<file path="config.mk">
export PLATFORM = sky130hd
export DESIGN_NAME = seq_detector_param
export DESIGN_NICKNAME = d
export VERILOG_FILES = /design/src/rtl/seq_detector_param.sv
export SDC_FILE = /design/constraint.sdc
export NUM_CORES = 1
export LEC_CHECK = 0
export CELL_PAD_IN_SITES_DETAIL_PLACEMENT = 1
export CELL_PAD_IN_SITES_GLOBAL_PLACEMENT = 1
export CORE_MARGIN = 2
export CORE_UTILIZATION = 29
export DETAILED_ROUTE_END_ITERATION = 8
export PLACE_DENSITY_LB_ADDON = 0.1
export SETUP_SLACK_MARGIN = 0.4
export SLEW_MARGIN = 10
export SYNTH_ARGS = -nofsm -noshare
export SYNTH_HDL_FRONTEND = slang
export SYNTH_SLANG_ARGS = --single-unit
</file>
<file path="constraint.sdc">
create_clock -name clk -period 3.72 [get_ports clk]
set_input_delay 0.372 -clock clk [delete_from_list [all_inputs] [get_ports clk]]
set_output_delay 0.372 -clock clk [all_outputs]
set_load 0.05 [all_outputs]
</file>
<file path="src/rtl/seq_detector_param.sv">
// seq_detector_param
//   Serial bit-pattern detector with a runtime-programmable pattern (up to
//   PAT_W bits), overlap / non-overlap matching, input qualification and a
//   saturating match counter.
//
// Ports:
//   clk          rising-edge clock
//   reset        asynchronous, active-high reset
//   in           serial data bit
//   in_valid     qualifies in; a bit is accepted on an edge with in_valid=1
//   cfg_load     1-cycle strobe: latch cfg_* and flush the history
//   cfg_pattern  pattern; bit [len-1] is received first, bit [0] last
//   cfg_len      pattern length (0 -> 1, >PAT_W -> PAT_W)
//   cfg_overlap  1 = overlapping matches, 0 = flush history on a match
//   cnt_clr      synchronous clear of match_count (wins over an increment)
//   match        registered 1-cycle pulse, one clock after the accepting edge
//   match_count  saturating number of matches
//   fill         bits currently held toward a match (0..len)
module seq_detector_param #(
    parameter int unsigned         PAT_W       = 8,
    parameter int unsigned         CNT_W       = 8,
    parameter logic [PAT_W-1:0]    RST_PATTERN = 8'b0000_1011,
    parameter int unsigned         RST_LEN     = 4,
    parameter int unsigned         LEN_W       = $clog2(PAT_W + 1)
) (
    input  logic             clk,
    input  logic             reset,
    input  logic             in,
    input  logic             in_valid,
    input  logic             cfg_load,
    input  logic [PAT_W-1:0] cfg_pattern,
    input  logic [LEN_W-1:0] cfg_len,
    input  logic             cfg_overlap,
    input  logic             cnt_clr,
    output logic             match,
    output logic [CNT_W-1:0] match_count,
    output logic [LEN_W-1:0] fill
);

    typedef enum logic [0:0] {
        FILLING = 1'b0,
        ARMED   = 1'b1
    } state_t;

    localparam logic [LEN_W-1:0] RST_LEN_V = LEN_W'(RST_LEN);
    // A length of 1 is armed straight away (fill 0 >= len-1).
    localparam state_t RST_STATE = (RST_LEN <= 1) ? ARMED : FILLING;

    state_t           state, state_nxt;
    logic [PAT_W-1:0] hist, hist_nxt;
    logic [PAT_W-1:0] pattern, pattern_nxt;
    logic [LEN_W-1:0] len, len_nxt;
    logic             overlap, overlap_nxt;
    logic [LEN_W-1:0] fill_nxt;
    logic             match_nxt;
    logic [CNT_W-1:0] count_nxt;

    logic [PAT_W-1:0] mask;
    logic [PAT_W-1:0] shifted;
    logic             accept;
    logic             hit;
    logic [LEN_W-1:0] len_clamped;

    // ARMED once fill >= len-1; evaluated without subtraction to avoid underflow.
    function automatic state_t state_for(input logic [LEN_W-1:0] f,
                                         input logic [LEN_W-1:0] l);
        if (({1'b0, f} + (LEN_W+1)'(1)) >= {1'b0, l})
            return ARMED;
        else
            return FILLING;
    endfunction

    always_comb begin
        mask = '0;
        for (int unsigned i = 0; i < PAT_W; i++)
            mask[i] = (i < 32'(len));
    end

    always_comb begin
        len_clamped = cfg_len;
        if (cfg_len == '0)
            len_clamped = LEN_W'(1);
        else if (32'(cfg_len) > PAT_W)
            len_clamped = LEN_W'(PAT_W);
    end

    assign accept  = in_valid && !cfg_load;
    assign shifted = {hist[PAT_W-2:0], in};
    assign hit     = accept && (state == ARMED) && (((shifted ^ pattern) & mask) == '0);

    always_comb begin
        state_nxt   = state;
        hist_nxt    = hist;
        fill_nxt    = fill;
        pattern_nxt = pattern;
        len_nxt     = len;
        overlap_nxt = overlap;
        match_nxt   = 1'b0;
        count_nxt   = match_count;

        if (cfg_load) begin
            pattern_nxt = cfg_pattern;
            len_nxt     = len_clamped;
            overlap_nxt = cfg_overlap;
            hist_nxt    = '0;
            fill_nxt    = '0;
            state_nxt   = state_for('0, len_clamped);
        end else if (accept) begin
            hist_nxt = shifted;
            if (hit) begin
                match_nxt = 1'b1;
                if (overlap) begin
                    fill_nxt  = len;
                    state_nxt = ARMED;
                end else begin
                    hist_nxt  = '0;
                    fill_nxt  = '0;
                    state_nxt = state_for('0, len);
                end
            end else begin
                fill_nxt  = (fill < len) ? fill + LEN_W'(1) : len;
                state_nxt = state_for(fill_nxt, len);
            end
        end

        if (cnt_clr)
            count_nxt = '0;
        else if (hit && (match_count != '1))
            count_nxt = match_count + CNT_W'(1);
    end

    always_ff @(posedge clk or posedge reset) begin
        if (reset) begin
            state       <= RST_STATE;
            hist        <= '0;
            fill        <= '0;
            pattern     <= RST_PATTERN;
            len         <= RST_LEN_V;
            overlap     <= 1'b1;
            match       <= 1'b0;
            match_count <= '0;
        end else begin
            state       <= state_nxt;
            hist        <= hist_nxt;
            fill        <= fill_nxt;
            pattern     <= pattern_nxt;
            len         <= len_nxt;
            overlap     <= overlap_nxt;
            match       <= match_nxt;
            match_count <= count_nxt;
        end
    end

endmodule

</file>
# Yosys cells after proc, flatten, opt, wreduce, memory -nomap -nowiden
# Index checks and enable logic that the tools add are counted.
# op_classes
n_addsub	3
n_lt_le_gt_ge	13
n_eq_ne	1
mux	23
bitwise_logic	2
reduce_logical	9
# ops
op	n
$mux W4	7
$mux W7	4
$lt A3 B4 Y1 const A	4
$mux W8	2
$mux W1	10
$add A8 B1 Y8 const B	1
$and A8 B8 Y8	1
$ge A1 B4 Y1 const A	2
$logic_not A8 Y1	1
$lt A1 B4 Y1 const A	2
$lt A2 B4 Y1 const A	2
$ne A8 B8 Y1 const B	1
$xor A8 B8 Y8	1
$add A4 B1 Y5 const B	1
$ge A5 B4 Y1	1
$add A4 B1 Y4 const B	1
$gt A4 B4 Y1 const B	1
$logic_and A1 B1 Y1	4
$logic_not A4 Y1	1
$lt A4 B4 Y1	1
$reduce_bool A2 Y1	2
$logic_not A1 Y1	1
# word_totals
ff_bits	34
input_bits	19
out_inout_bits	13
wordCells	59

# Longest topological paths before layout
# depth
ltp_word	8
mapped_depth	14

# Worst setup path before layout
# No wires, ideal clock.
# synth_path
kind	reg-to-reg
start	reg len[2]
end	reg state
setup_time_ns	0.137
arrival_time_ns	2.945
slack_ns	0.638
stages_incl_launch_ff	15
path_buffers	1
path_cell_list	dfstp_2 > buf_2 > inv_1 > ha_1 > o21a_1 > nor2_1 > a21oi_1 > mux2_2 > ha_1 > xnor2_1 > ha_1 > nor2b_1 > o21ai_0 > o311a_1 > a22oi_1
# synth_between
elab_chain_len	8
word_cells_on_any_way	22
classes_between	1 x add/sub; 11 x order compare; 7 x mux; 1 x bitwise; 2 x reduce/logical
# synth_rtl
element	line	rtl
start, declared	52	logic [LEN_W-1:0] len, len_nxt;
start signal, assigned	147	len <= len_nxt;
$lt A4 B4 Y1	121	fill_nxt = (fill < len) ? fill + LEN_W'(1) : len;
$mux W4	121	
$add A4 B1 Y5	67	if (({1'b0, f} + (LEN_W+1)'(1)) >= {1'b0, l})
$ge A5 B4 Y1	67	
$mux W1	67	
$mux W1 (*)	110	if (hit) begin
$mux W1 (*)	108	end else if (accept) begin
$mux W1 (*)	101	if (cfg_load) begin
end signal, assigned	143	state <= state_nxt;
end, declared	49	state_t state, state_nxt;
# Every way passes the cells marked *; elsewhere a longest branch is shown, timed or not. The select of a mux whose other input is x is not followed.
# A chain may end at the register's enable or synchronous reset.

# Worst setup path in the final report
# Ends and elaborated chain as after synthesis.

==> impl_metrics.toml <==
[sta]
slew_violations = 0
relSlewSlack_pct = 65.7
min_period_over_period_pct = 82.9
finalHoldViolations = 0
fmax_ghz = 0.324
finalSetupViolations = 0
worstMarginPinSlew_ps = 512
setup_tns_ps = 0
period_minus_slack_ps = 3080
finClkSkew_ps = 8.00
rsz0062_at_grt = "no"

[logic_synthesis]
synth-compound-area-share_pct = 13.2
async_reset_ff_share_pct = 100
synth_top_cell_area_share_pct = 36.3
postSynthCellCount = 198
synth_xor_area_share_pct = 6.57
yosys_warnings = 0
synth_fa_ha_area_share_pct = 6.26
syn_avg_cell_area_um2 = 10.1
synth.area.mux_share_pct = 8.64
synth-edff-count = 0
synthDistinctLibCells = 47
yosysTopAreaCell = "dfrtp_1"
synth_top_family_by_area = "simple AND/OR/NAND/NOR gates"
ys.flop_type = "dfrtp_1"
netlist_top_cells_count = "dfrtp_1 (29), nor2_1 (11), ha_1 (10), mux2_2 (10), nand2_1 (10)"
synth.most_common_cell = "dfrtp_1"
synth-seq-area-share_pct = 42.9
synthSimpleGateAreaFrac_pct = 18.8
ys_seq_elements = 34
yosys-top-cells-area = "dfrtp_1 (36%), dfstp_2 (6.6%), ha_1 (6.3%), mux2_2 (5.6%), xnor2_1 (3.5%)"
synth_nets = 227
syn_area_um2 = 2000

[clock_network]
postCtsHoldBufs = 0
cts_buffers = 5
cts_sinks = 34
clk_latency_ps = 290
cts_tree = "built"
cts_root_buf = "clkbuf_8"
cts.clk_slew.worst_paths_ps = 80
clk_path_buf_depth = 2
htreeDepth = 2

[critical_path]
critPathArrivalTime_ps = 3230
regToRegStartpoint = "len[2]"
end_kind = "register"
worstSetupPathType = "register to register"
crit_path_start_kind = "register"
cp.required_ps = 3870
r2r_cells = 13
rrSetupSlack_ps = 640
rr_endpoint = "state"
cp_max_fo = 11

[finish]
fin_cells = 314
multi_input_area_um2 = 1080
finalInstanceArea_um2 = 2530
syn2layout_area_growth_pct = 26.6
regArea_um2 = 857
nets = 262
drive_gt1_share_pct = 15.4
antenna_cells = 0
fillers = 763

[detailed_routing]
post_drt_wl_per_cell_um = 16.1
route.vias.total = 1643
antenna_left = 0
avgViaCountPerCell = 5.23
drtPass1Iterations = 4
drc = 0
drt_iter0_drc = 54
drt_wl_total_mm = 5.07

[floorplanning]
ios = 32
die_area_um2 = 7580
start_util_pct = 29.8
fp-row-count = 30
die_w_um = 87.0
die_h_um = 87.0
fp.coreArea_um2 = 6720

[power]
finalPower_uw = 1030
ir_worst_vdd_mv = 0.107
p_per_area_nw_per_um2 = 406
leakagePower_uw = 0.00104

[job]
maxCapViolCount = 0

[global_route]
grt_overflow = 0
grt_max_degree = 35
grt_first_pass_wirelength_mm = 8.39
grt.total_usage_pct = 14.6
antenna_found_initial = 0
grt_pass1_vias = 1656

[placed_design]
dp_hpwl_mm = 3.62
placed_cells = 305
io_buffers = 31
gp_congestion = 0.718
placed_cell_area_um2 = 2400

[hold_path]
worst_hold_path_type = "primary input to asynchronous set/reset pin"

[run_status]
outcome = "complete, no violations"
[metrics by stage]
stage          setup slack [ps]  utilization (%)  hold WS (ps)
6_report                    637             37.7           488
4_1_cts                     427             37.4           500
2_1_floorplan               638                -           437
5_1_grt                     441             37.7           536
3_3_place_gp                528             35.7           512
3_5_place_dp                467             35.7           522
[layout by cell type (no fill, tap or decap), types with 3 or more instances in the layout]
cell type,instances
clkdlybuf4s50_1,31
dfrtp_1,29
nor2_1,11
mux2_2,10
nand2_1,10
ha_1,10
nand3_1,9
inv_1,8
xnor2_1,8
o22ai_1,8
xor2_1,7
nand2b_1,7
o21ai_0,7
a21oi_1,6
clkbuf_8,6
mux2i_1,5
dfstp_2,5
buf_4,5
nor2b_1,4
nand3b_1,4
nor3_1,4
or2_2,4
or3_1,3
[state kept, by name, summed over array words and instances (netlist names)]
signal	flops
match_count	8
pattern	8
hist	7
fill	4
len	4
match	1
overlap	1
state	1
[area by class of cell]
class / instances / share of cell area, %
clock buffer: 7 / 3.41
clock inverter: 1 / 1.19
inverter: 9 / 1.33
multi-input combinational: 147 / 42.5
sequential: 34 / 33.9
tap: 80 / 3.95
timing repair buffer: 36 / 13.7
[critical path: stages, from the launching register on]
cell and delay [ps]:
dfstp_2 630, inv_1 110, ha_1 280, o21a_1 110
nor2_1 50, a21oi_2 180, mux2_2 390, ha_1 230
xnor2_1 170, ha_1 240, nor2b_1 120, o21ai_0 140
o311a_1 190, a22oi_1 80
[repair_timing]
action                     in CTS  in global routing
buffers inserted                0                  1
resized for setup               0                  2
setup endpoints to repair       0                  1
[power by group]
part | internal [uW] | total [uW] | switching (uW)
Combinational | 118 | 240 | 122
Sequential | 396 | 424 | 28.4
Clock | 219 | 363 | 144
Total | 733 | 1030 | 294
[kinds of logic (layout without fill, tap and decap cells)]
| logic type | count (synthesis) | in the layout |
|---|---|---|
| compound gates | 38 | 38 |
| buf+inv | 17 | 53 |
| xor+xnor | 15 | 15 |
| mux | 16 | 16 |
| flops | 34 | 34 |
| fa+ha+maj | 10 | 10 |
| simple gates | 68 | 68 |
[layer usage]
metal / routed length [um] / up-vias / global-route usage, %
met3: 145 / 6 / 3.51
met2: 2230 / 25 / 21.9
li1: - / 790 / -
met1: 2630 / 822 / 20.7
met5: 0 / - / 0
met4: 64 / 0 / 4.26
[worst max-delay path by stage]
stage,slack [ps],start,cells past startpoint,endpoint
detailed placement,470,len[2],13,state
global route,440,len[2],13,state
global placement,530,len[2],13,state
CTS,430,len[2],13,state
finish,640,len[2],13,state
floorplan,640,len[2],14,state
Note: power is estimated with default switching activity, not from simulation.
